[src/rtl/vga_timing_gen_if.sv]
// Bundle between the VGA timing generator and the render pipeline.
// master = timing generator side, slave = consumer side.
interface vga_timing_gen_if #(
  parameter int unsigned CNT_W = 11,
  parameter int unsigned IDX_W = 13
) ();
  logic [3:0]       cell_width_m1;
  logic [4:0]       cell_height_m1;
  logic             active;
  logic [CNT_W-1:0] pixel_x;
  logic [CNT_W-1:0] pixel_y;
  logic             cell_start;
  logic [3:0]       cell_sub_x;
  logic [4:0]       cell_sub_y;
  logic [IDX_W-1:0] character_index;
  logic             frame_start;
  logic             vblank_start;
  logic [7:0]       frame_counter;
  logic [7:0]       frame_counter_gray;
  logic             hsync;
  logic             vsync;
  logic             active_dly;

  modport master (
    input  cell_width_m1, cell_height_m1,
    output active, pixel_x, pixel_y, cell_start, cell_sub_x, cell_sub_y,
           character_index, frame_start, vblank_start, frame_counter,
           frame_counter_gray, hsync, vsync, active_dly
  );

  modport slave (
    output cell_width_m1, cell_height_m1,
    input  active, pixel_x, pixel_y, cell_start, cell_sub_x, cell_sub_y,
           character_index, frame_start, vblank_start, frame_counter,
           frame_counter_gray, hsync, vsync, active_dly
  );
endinterface

[src/rtl/vga_timing_gen.sv]
// VGA raster timing and character-cell sequencer. Every output is registered and
// describes the pixel (h, v) held in the counters; syncs are delayed by SYNC_DELAY.
module vga_timing_gen #(
  parameter int unsigned H_ACTIVE   = 640,
  parameter int unsigned H_FRONT    = 16,
  parameter int unsigned H_SYNC     = 96,
  parameter int unsigned H_BACK     = 48,
  parameter int unsigned V_ACTIVE   = 480,
  parameter int unsigned V_FRONT    = 10,
  parameter int unsigned V_SYNC     = 2,
  parameter int unsigned V_BACK     = 33,
  parameter bit          HS_POL     = 1'b0,
  parameter bit          VS_POL     = 1'b0,
  parameter int unsigned SYNC_DELAY = 8,
  parameter int unsigned CNT_W      = 11,
  parameter int unsigned IDX_W      = 13
) (
  input  logic             VGA_CLK,
  input  logic             reset,
  vga_timing_gen_if.master bus
);
  localparam int unsigned H_TOTAL = H_ACTIVE + H_FRONT + H_SYNC + H_BACK;
  localparam int unsigned V_TOTAL = V_ACTIVE + V_FRONT + V_SYNC + V_BACK;
  localparam logic [CNT_W-1:0] H_LAST = CNT_W'(H_TOTAL - 1);
  localparam logic [CNT_W-1:0] V_LAST = CNT_W'(V_TOTAL - 1);
  localparam logic [CNT_W-1:0] H_ACT  = CNT_W'(H_ACTIVE);
  localparam logic [CNT_W-1:0] V_ACT  = CNT_W'(V_ACTIVE);
  localparam logic [CNT_W-1:0] HS_BEG = CNT_W'(H_ACTIVE + H_FRONT);
  localparam logic [CNT_W-1:0] HS_END = CNT_W'(H_ACTIVE + H_FRONT + H_SYNC);
  localparam logic [CNT_W-1:0] VS_BEG = CNT_W'(V_ACTIVE + V_FRONT);
  localparam logic [CNT_W-1:0] VS_END = CNT_W'(V_ACTIVE + V_FRONT + V_SYNC);
  // Delay-line word: {hsync, vsync, active}
  localparam logic [2:0] PIPE_IDLE = {~HS_POL, ~VS_POL, 1'b0};

  logic             started;
  logic [CNT_W-1:0] h, v;
  logic             act_q, cell_start_q, frame_start_q, vblank_start_q;
  logic [3:0]       sub_x, width_sh;
  logic [4:0]       sub_y, height_sh;
  logic [IDX_W-1:0] index, line_base;
  logic [7:0]       fc, fc_gray;
  logic [2:0]       sync_pipe [SYNC_DELAY+1];

  logic [CNT_W-1:0] h_n, v_n;
  logic             line_wrap, line_end;
  logic             frame_start_n, vblank_start_n, active_n, cell_start_n;
  logic [3:0]       sub_x_n;
  logic [4:0]       sub_y_n;
  logic [IDX_W-1:0] index_n, line_base_n;
  logic [7:0]       fc_n;
  logic             hs_raw, vs_raw;

  // Next-pixel state; the first edge after reset lands on pixel (0, 0).
  always_comb begin
    h_n       = '0;
    v_n       = '0;
    line_wrap = 1'b0;
    if (started) begin
      if (h == H_LAST) begin
        line_wrap = 1'b1;
        v_n       = (v == V_LAST) ? '0 : v + CNT_W'(1);
      end else begin
        h_n = h + CNT_W'(1);
        v_n = v;
      end
    end

    line_end       = line_wrap && (v < V_ACT);
    frame_start_n  = (h_n == '0) && (v_n == '0);
    vblank_start_n = (h_n == '0) && (v_n == V_ACT);
    active_n       = (h_n < H_ACT) && (v_n < V_ACT);

    sub_x_n = sub_x;
    if (h_n == '0)  sub_x_n = '0;
    else if (act_q) sub_x_n = (sub_x == width_sh) ? 4'd0 : sub_x + 4'd1;

    sub_y_n = sub_y;
    if (frame_start_n) sub_y_n = '0;
    else if (line_end) sub_y_n = (sub_y == height_sh) ? 5'd0 : sub_y + 5'd1;

    cell_start_n = active_n && (sub_x_n == 4'd0);

    // A finished cell row moves the base past the last cell index it used.
    line_base_n = line_base;
    if (frame_start_n)                          line_base_n = '0;
    else if (line_end && (sub_y == height_sh))  line_base_n = index + IDX_W'(1);

    index_n = index;
    if (h_n == '0)        index_n = line_base_n;
    else if (cell_start_n) index_n = index + IDX_W'(1);

    fc_n   = vblank_start_n ? fc + 8'd1 : fc;
    hs_raw = ((h_n >= HS_BEG) && (h_n < HS_END)) ? HS_POL : ~HS_POL;
    vs_raw = ((v_n >= VS_BEG) && (v_n < VS_END)) ? VS_POL : ~VS_POL;
  end

  always_ff @(posedge VGA_CLK) begin
    if (reset) begin
      started        <= 1'b0;
      h              <= '0;
      v              <= '0;
      act_q          <= 1'b0;
      cell_start_q   <= 1'b0;
      frame_start_q  <= 1'b0;
      vblank_start_q <= 1'b0;
      sub_x          <= '0;
      sub_y          <= '0;
      index          <= '0;
      line_base      <= '0;
      fc             <= '0;
      fc_gray        <= '0;
      width_sh       <= bus.cell_width_m1;
      height_sh      <= bus.cell_height_m1;
      for (int i = 0; i <= int'(SYNC_DELAY); i++) sync_pipe[i] <= PIPE_IDLE;
    end else begin
      started        <= 1'b1;
      h              <= h_n;
      v              <= v_n;
      act_q          <= active_n;
      cell_start_q   <= cell_start_n;
      frame_start_q  <= frame_start_n;
      vblank_start_q <= vblank_start_n;
      sub_x          <= sub_x_n;
      sub_y          <= sub_y_n;
      index          <= index_n;
      line_base      <= line_base_n;
      fc             <= fc_n;
      fc_gray        <= fc_n ^ (fc_n >> 1);
      // Geometry is frozen for the whole frame about to start.
      if (frame_start_n) begin
        width_sh  <= bus.cell_width_m1;
        height_sh <= bus.cell_height_m1;
      end
      sync_pipe[0] <= {hs_raw, vs_raw, active_n};
      for (int i = 1; i <= int'(SYNC_DELAY); i++) sync_pipe[i] <= sync_pipe[i-1];
    end
  end

  assign bus.active             = act_q;
  assign bus.pixel_x            = h;
  assign bus.pixel_y            = v;
  assign bus.cell_start         = cell_start_q;
  assign bus.cell_sub_x         = sub_x;
  assign bus.cell_sub_y         = sub_y;
  assign bus.character_index    = index;
  assign bus.frame_start        = frame_start_q;
  assign bus.vblank_start       = vblank_start_q;
  assign bus.frame_counter      = fc;
  assign bus.frame_counter_gray = fc_gray;
  assign bus.hsync              = sync_pipe[SYNC_DELAY][2];
  assign bus.vsync              = sync_pipe[SYNC_DELAY][1];
  assign bus.active_dly         = sync_pipe[SYNC_DELAY][0];
endmodule

[src/flat_wrapper.sv]
// flat-port wrapper written by rule: the top's interface ports become plain ports
module vga_timing_gen_flat 
#(
  parameter int unsigned H_ACTIVE   = 640,
  parameter int unsigned H_FRONT    = 16,
  parameter int unsigned H_SYNC     = 96,
  parameter int unsigned H_BACK     = 48,
  parameter int unsigned V_ACTIVE   = 480,
  parameter int unsigned V_FRONT    = 10,
  parameter int unsigned V_SYNC     = 2,
  parameter int unsigned V_BACK     = 33,
  parameter bit          HS_POL     = 1'b0,
  parameter bit          VS_POL     = 1'b0,
  parameter int unsigned SYNC_DELAY = 8,
  parameter int unsigned CNT_W      = 11,
  parameter int unsigned IDX_W      = 13
)
  (VGA_CLK, reset, bus_cell_width_m1, bus_cell_height_m1, bus_active, bus_pixel_x, bus_pixel_y, bus_cell_start, bus_cell_sub_x, bus_cell_sub_y, bus_character_index, bus_frame_start, bus_vblank_start, bus_frame_counter, bus_frame_counter_gray, bus_hsync, bus_vsync, bus_active_dly);
  vga_timing_gen_if #(.CNT_W(CNT_W), .IDX_W(IDX_W)) bus_i ();
  input  logic VGA_CLK;
  input  logic reset;
  input wire logic [$bits(bus_i.cell_width_m1)-1:0] bus_cell_width_m1;
  input wire logic [$bits(bus_i.cell_height_m1)-1:0] bus_cell_height_m1;
  output wire logic [$bits(bus_i.active)-1:0] bus_active;
  output wire logic [$bits(bus_i.pixel_x)-1:0] bus_pixel_x;
  output wire logic [$bits(bus_i.pixel_y)-1:0] bus_pixel_y;
  output wire logic [$bits(bus_i.cell_start)-1:0] bus_cell_start;
  output wire logic [$bits(bus_i.cell_sub_x)-1:0] bus_cell_sub_x;
  output wire logic [$bits(bus_i.cell_sub_y)-1:0] bus_cell_sub_y;
  output wire logic [$bits(bus_i.character_index)-1:0] bus_character_index;
  output wire logic [$bits(bus_i.frame_start)-1:0] bus_frame_start;
  output wire logic [$bits(bus_i.vblank_start)-1:0] bus_vblank_start;
  output wire logic [$bits(bus_i.frame_counter)-1:0] bus_frame_counter;
  output wire logic [$bits(bus_i.frame_counter_gray)-1:0] bus_frame_counter_gray;
  output wire logic [$bits(bus_i.hsync)-1:0] bus_hsync;
  output wire logic [$bits(bus_i.vsync)-1:0] bus_vsync;
  output wire logic [$bits(bus_i.active_dly)-1:0] bus_active_dly;
  assign bus_i.cell_width_m1 = bus_cell_width_m1;
  assign bus_i.cell_height_m1 = bus_cell_height_m1;
  assign bus_active = bus_i.active;
  assign bus_pixel_x = bus_i.pixel_x;
  assign bus_pixel_y = bus_i.pixel_y;
  assign bus_cell_start = bus_i.cell_start;
  assign bus_cell_sub_x = bus_i.cell_sub_x;
  assign bus_cell_sub_y = bus_i.cell_sub_y;
  assign bus_character_index = bus_i.character_index;
  assign bus_frame_start = bus_i.frame_start;
  assign bus_vblank_start = bus_i.vblank_start;
  assign bus_frame_counter = bus_i.frame_counter;
  assign bus_frame_counter_gray = bus_i.frame_counter_gray;
  assign bus_hsync = bus_i.hsync;
  assign bus_vsync = bus_i.vsync;
  assign bus_active_dly = bus_i.active_dly;
  vga_timing_gen #(.H_ACTIVE(H_ACTIVE), .H_FRONT(H_FRONT), .H_SYNC(H_SYNC), .H_BACK(H_BACK), .V_ACTIVE(V_ACTIVE), .V_FRONT(V_FRONT), .V_SYNC(V_SYNC), .V_BACK(V_BACK), .HS_POL(HS_POL), .VS_POL(VS_POL), .SYNC_DELAY(SYNC_DELAY), .CNT_W(CNT_W), .IDX_W(IDX_W)) u_core (.VGA_CLK(VGA_CLK), .reset(reset), .bus(bus_i));
endmodule
[config.mk]
export PLATFORM = sky130hd
export DESIGN_NAME = vga_timing_gen_flat
export DESIGN_NICKNAME = d
export VERILOG_FILES = /design/src/rtl/vga_timing_gen_if.sv /design/src/rtl/vga_timing_gen.sv /design/src/flat_wrapper.sv
export SDC_FILE = /design/constraint.sdc
export NUM_CORES = 1
export LEC_CHECK = 0
export ABC_AREA = 1
export BUFFER_PORTS_ARGS = -buffer_cell sky130_fd_sc_hd__buf_4
export CAP_MARGIN = 20
export CORE_MARGIN = 5
export CORE_UTILIZATION = 58
export DETAILED_ROUTE_END_ITERATION = 10
export PLACE_DENSITY = 0.89
export SYNTH_ARGS = -nofsm -noshare
export SYNTH_HDL_FRONTEND = slang
export SYNTH_SLANG_ARGS = --single-unit
[constraint.sdc]
create_clock -name VGA_CLK -period 3.3 [get_ports VGA_CLK]
set_input_delay 0.165 -clock VGA_CLK [delete_from_list [all_inputs] [get_ports VGA_CLK]]
set_output_delay 0.165 -clock VGA_CLK [all_outputs]
set_load 0.05 [all_outputs]
==> run_summary.xml <==
<?xml version="1.0" encoding="UTF-8"?>
<metrics>
  <group name="logic_synthesis">
    <metric name="post_synth.cell_area_avg" unit="µm²">6.94</metric>
    <metric name="synth_sequential_area_ratio" unit="%">41.9</metric>
    <metric name="synth_cell_types" unit="">36</metric>
    <metric name="synthFlopType" unit="">sky130_fd_sc_hd__dfxtp_1</metric>
    <metric name="synth_area" unit="µm²">5570</metric>
    <metric name="async_reset_ff_share" unit="%">0</metric>
    <metric name="synth_enable_flop_cells" unit="">9</metric>
    <metric name="syn_inst" unit="">803</metric>
    <metric name="synth_warnings" unit="">0</metric>
    <metric name="synth_nets" unit="">821</metric>
    <metric name="ys_ff_latch" unit="">112</metric>
  </group>
  <group name="timing">
    <metric name="worstMarginPinSlew" unit="ns">0.568</metric>
    <metric name="totalNegativeSetupSlack" unit="ns">0</metric>
    <metric name="period_minus_slack" unit="ns">2.87</metric>
    <metric name="slew_headroom" unit="%">62.0</metric>
    <metric name="rsz0062_at_grt" unit="">false</metric>
    <metric name="finalHoldViolCount" unit="">0</metric>
    <metric name="finalHoldWorstSlack" unit="ns">0.235</metric>
    <metric name="maxClockFrequency" unit="GHz">0.348</metric>
    <metric name="finalSetupViolations" unit="">0</metric>
    <metric name="slew_viol_final" unit="">0</metric>
    <metric name="min_period_over_period" unit="%">87.0</metric>
    <metric name="finalClockSkew" unit="ns">0.0125</metric>
  </group>
  <group name="final_layout">
    <metric name="proportion_of_layout_cells_with_a_drive_suffix_above_1" unit="%">15.7</metric>
    <metric name="num_antenna_cells" unit="">0</metric>
    <metric name="synthToLayoutAreaGrowth" unit="%">17.0</metric>
    <metric name="num-nets-final" unit="">898</metric>
    <metric name="finalNonFillerCells" unit="">1014</metric>
    <metric name="most-common-layout-cells" unit="">210 x sky130_fd_sc_hd__nand2_1, 110 x sky130_fd_sc_hd__nor2_1, 110 x sky130_fd_sc_hd__inv_1</metric>
    <metric name="final_common_cell" unit="">sky130_fd_sc_hd__nand2_1</metric>
  </group>
  <group name="min_path">
    <metric name="hold_path.class" unit="">input pin to register</metric>
  </group>
  <group name="placed_design">
    <metric name="global_placement_routability_congestion" unit="">0.955</metric>
    <metric name="hpwlAfterDp" unit="µm">8730</metric>
    <metric name="placed_cells" unit="">989</metric>
    <metric name="io_buffer_count" unit="">77</metric>
  </group>
  <group name="clocking">
    <metric name="clock_tree.htree_level_count" unit="">3</metric>
    <metric name="clock_latency" unit="ns">0.38</metric>
    <metric name="clk_root_buffer_cell" unit="">sky130_fd_sc_hd__clkbuf_8</metric>
    <metric name="number_of_sinks_on_the_clock_net" unit="">112</metric>
    <metric name="tritoncts.num_buffers" unit="">9</metric>
    <metric name="cts.clk_slew.worst_paths" unit="ns">0.10</metric>
    <metric name="cts-root-to-sink-buffers" unit="">2</metric>
    <metric name="tritoncts" unit="">done</metric>
  </group>
  <group name="global_routing">
    <metric name="global_route_wire_length_before_repair" unit="µm">21200</metric>
    <metric name="grt_pass1_vias" unit="">4633</metric>
    <metric name="antenna_found_initial" unit="">0</metric>
    <metric name="grt_use_total" unit="%">22.4</metric>
    <metric name="grt_overflow_total" unit="">0</metric>
    <metric name="grt_max_degree" unit="">57</metric>
  </group>
  <group name="routing">
    <metric name="detail_route.wl_per_cell" unit="µm">12.2</metric>
    <metric name="detail_route.wirelength" unit="µm">12400</metric>
    <metric name="drt-initial-drc-count" unit="">348</metric>
    <metric name="drcViolationCount" unit="">0</metric>
    <metric name="ant_nets" unit="">0</metric>
    <metric name="post_drt_via_cell_ratio" unit="">5.08</metric>
    <metric name="dr_total_vias" unit="">5151</metric>
    <metric name="detailedRoute.firstPassIterationCount" unit="">5</metric>
  </group>
  <group name="floorplan">
    <metric name="die_w" unit="µm">108</metric>
    <metric name="num_rows" unit="">35</metric>
    <metric name="chipHeight" unit="µm">108</metric>
    <metric name="die_area" unit="µm²">11700</metric>
    <metric name="initial_core_util" unit="%">60.0</metric>
    <metric name="floorplan.io_pins" unit="">78</metric>
    <metric name="core_region_area" unit="µm²">9280</metric>
  </group>
  <group name="critical_path">
    <metric name="path_delay_family" unit="">simple AND/OR/NAND/NOR gates</metric>
    <metric name="worst_setup_path_end_kind" unit="">register</metric>
    <metric name="path_buf_inv" unit="">2</metric>
    <metric name="worstPathArrival" unit="ns">3.16</metric>
    <metric name="worst-path-max-fanout" unit="">28</metric>
    <metric name="path_class" unit="">register to register</metric>
    <metric name="critPathRequiredTime" unit="ns">3.59</metric>
    <metric name="cpMaxStageDelayCell" unit="">sky130_fd_sc_hd__dfxtp_1</metric>
    <metric name="worst_path_most_repeated_cell" unit="">sky130_fd_sc_hd__nand2_1</metric>
    <metric name="cp_cell_sequence" unit="">ha_1 -&gt; nand2_2 -&gt; nor2_4 -&gt; nand3_1 -&gt; nor2_1 -&gt; nand2_1 -&gt; nand3_1 -&gt; nand3_2 -&gt; nor2_2 -&gt; buf_4 -&gt; nand3_2 -&gt; nand2_1 -&gt; nand2_1 -&gt; nand2_1 -&gt; nand2_1 -&gt; nand2_1 -&gt; inv_1</metric>
    <metric name="cpPeakStageDelay" unit="ns">0.42</metric>
    <metric name="startpoint_class" unit="">register</metric>
  </group>
  <group name="run_status">
    <metric name="result_of_the_run" unit="">completed</metric>
  </group>
  <group name="power">
    <metric name="lkg_pwr" unit="nW">3.17</metric>
    <metric name="cellPowerDensity" unit="nW/µm²">398</metric>
    <metric name="peak_supply_drop" unit="mV">0.351</metric>
  </group>
  <group name="run">
    <metric name="timing.max_cap.violations" unit="">0</metric>
  </group>
</metrics>
-- worst paths after layout --
kind	from	slack (ns)	cells after the start	endpoint
worst min-delay path	reset	0.23	2	u_core.bus.pixel_y[1]
worst min register to register	u_core.sync_pipe[0][15]	0.40	2	u_core.sync_pipe[0][18]
worst max register to register	u_core.bus.pixel_x[0]	0.43	17	u_core.bus.frame_counter_gray[2]
worst max-delay path	u_core.bus.pixel_x[0]	0.43	17	u_core.bus.frame_counter_gray[2]
-- worst register-to-register path, delay by kind of cell, from the launching register on --
kind | cells | cell delay [ns]
buffers and inverters | 2 | 0.37
flip-flops | 1 | 0.42
adder cells (fa/ha/maj) | 1 | 0.22
AND/OR/NAND/NOR | 14 | 1.78
-- cell usage after synthesis (5+ instances only) --
cell | count | area [µm²]
sky130_fd_sc_hd__nor3_1 | 12 | 60.1
sky130_fd_sc_hd__clkbuf_1 | 9 | 33.8
sky130_fd_sc_hd__or2_2 | 20 | 125
sky130_fd_sc_hd__xor2_1 | 15 | 131
sky130_fd_sc_hd__edfxtp_1 | 9 | 270
sky130_fd_sc_hd__nand2_2 | 5 | 31.3
sky130_fd_sc_hd__nand2_1 | 210 | 788
sky130_fd_sc_hd__nor4_1 | 5 | 31.3
sky130_fd_sc_hd__o21ai_0 | 12 | 60.1
sky130_fd_sc_hd__a21oi_1 | 18 | 90.1
sky130_fd_sc_hd__xnor2_1 | 10 | 87.6
sky130_fd_sc_hd__o21ai_1 | 7 | 35.0
sky130_fd_sc_hd__nor2_1 | 111 | 417
sky130_fd_sc_hd__ha_1 | 7 | 87.6
sky130_fd_sc_hd__inv_1 | 110 | 413
sky130_fd_sc_hd__nand4_1 | 24 | 150
sky130_fd_sc_hd__nand3_1 | 78 | 390
sky130_fd_sc_hd__dfxtp_1 | 103 | 2060
sky130_fd_sc_hd__buf_2 | 7 | 35.0
-- where the power goes --
part           internal, W  leakage (nW)  switching (W)  total (W)
combinational    0.0000872          2.14       0.000195   0.000282
clock             0.000422         0.111       0.000463   0.000885
sequential         0.00140         0.926      0.0000268    0.00143
-- sequential cells by signal (all words and copies together), names as in the netlist --
name	flops
u_core.bus.frame_counter_gray	8
u_core.bus.cell_sub_x	4
u_core.bus.pixel_x	11
u_core.started	1
u_core.height_sh	5
u_core.line_base	13
u_core.bus.character_index	13
u_core.bus.cell_start	1
u_core.bus.cell_sub_y	5
u_core.bus.frame_start	1
u_core.bus.pixel_y	11
u_core.bus.vblank_start	1
u_core.width_sh	4
u_core.sync_pipe	27
u_core.bus.frame_counter	7
-- per-layer routing --
layer / global-route usage, % / vias up / wire (µm)
met3: 5.25 / 16 / 827
met4: 6.13 / 0 / 145
li1: - / 2684 / -
met1: 29.2 / 2295 / 5430
met5: 0 / - / 0
met2: 37.3 / 156 / 5980
-- through the flow --
| stage | instance area, µm² | utilization, % | total power [W] | setup slack, ns |
|---|---|---|---|---|
| after floorplan | 5570 | - | 0.00166 | 0.387 |
| after global placement | 6200 | 66.8 | 0.00172 | 0.452 |
| after detailed placement | 6200 | 66.8 | 0.00173 | 0.420 |
| after CTS | 6510 | 70.1 | 0.00261 | 0.392 |
| after global routing | 6520 | 70.2 | 0.00270 | 0.0936 |
| final | 6520 | 70.2 | 0.00259 | 0.428 |
-- layout make-up --
type                            instances  area (µm²)
Inverter                              114         428
Clock inverter                          5        60.1
Tap cell                              129         161
Clock buffer                           11         163
Sequential cell                       112        2330
Multi-Input combinational cell        554        2680
Fill cell                             805        2770
Timing Repair Buffer                   89         691
-- kinds of logic (layout without fill, tap and decap cells) --
kind of cell	Yosys count	in the layout	synth area share, %
XOR/XNOR	25	25	3.93
adder cells (fa/ha/maj)	7	7	1.57
AO/OA/AOI/OAI	42	42	4.13
flip-flops	112	112	41.9
buffers and inverters	137	219	10.1
AND/OR/NAND/NOR	480	480	38.4
-- repair_timing --
| item | in CTS | in global routing |
|---|---|---|
| hold buffers | 9 | 0 |
| setup endpoints to repair | 0 | 1 |
| buffers inserted | 0 | 0 |
| hold endpoints to repair | 9 | 0 |
| resized for setup | 0 | 1 |
Note: power is estimated with default switching activity, not from simulation.
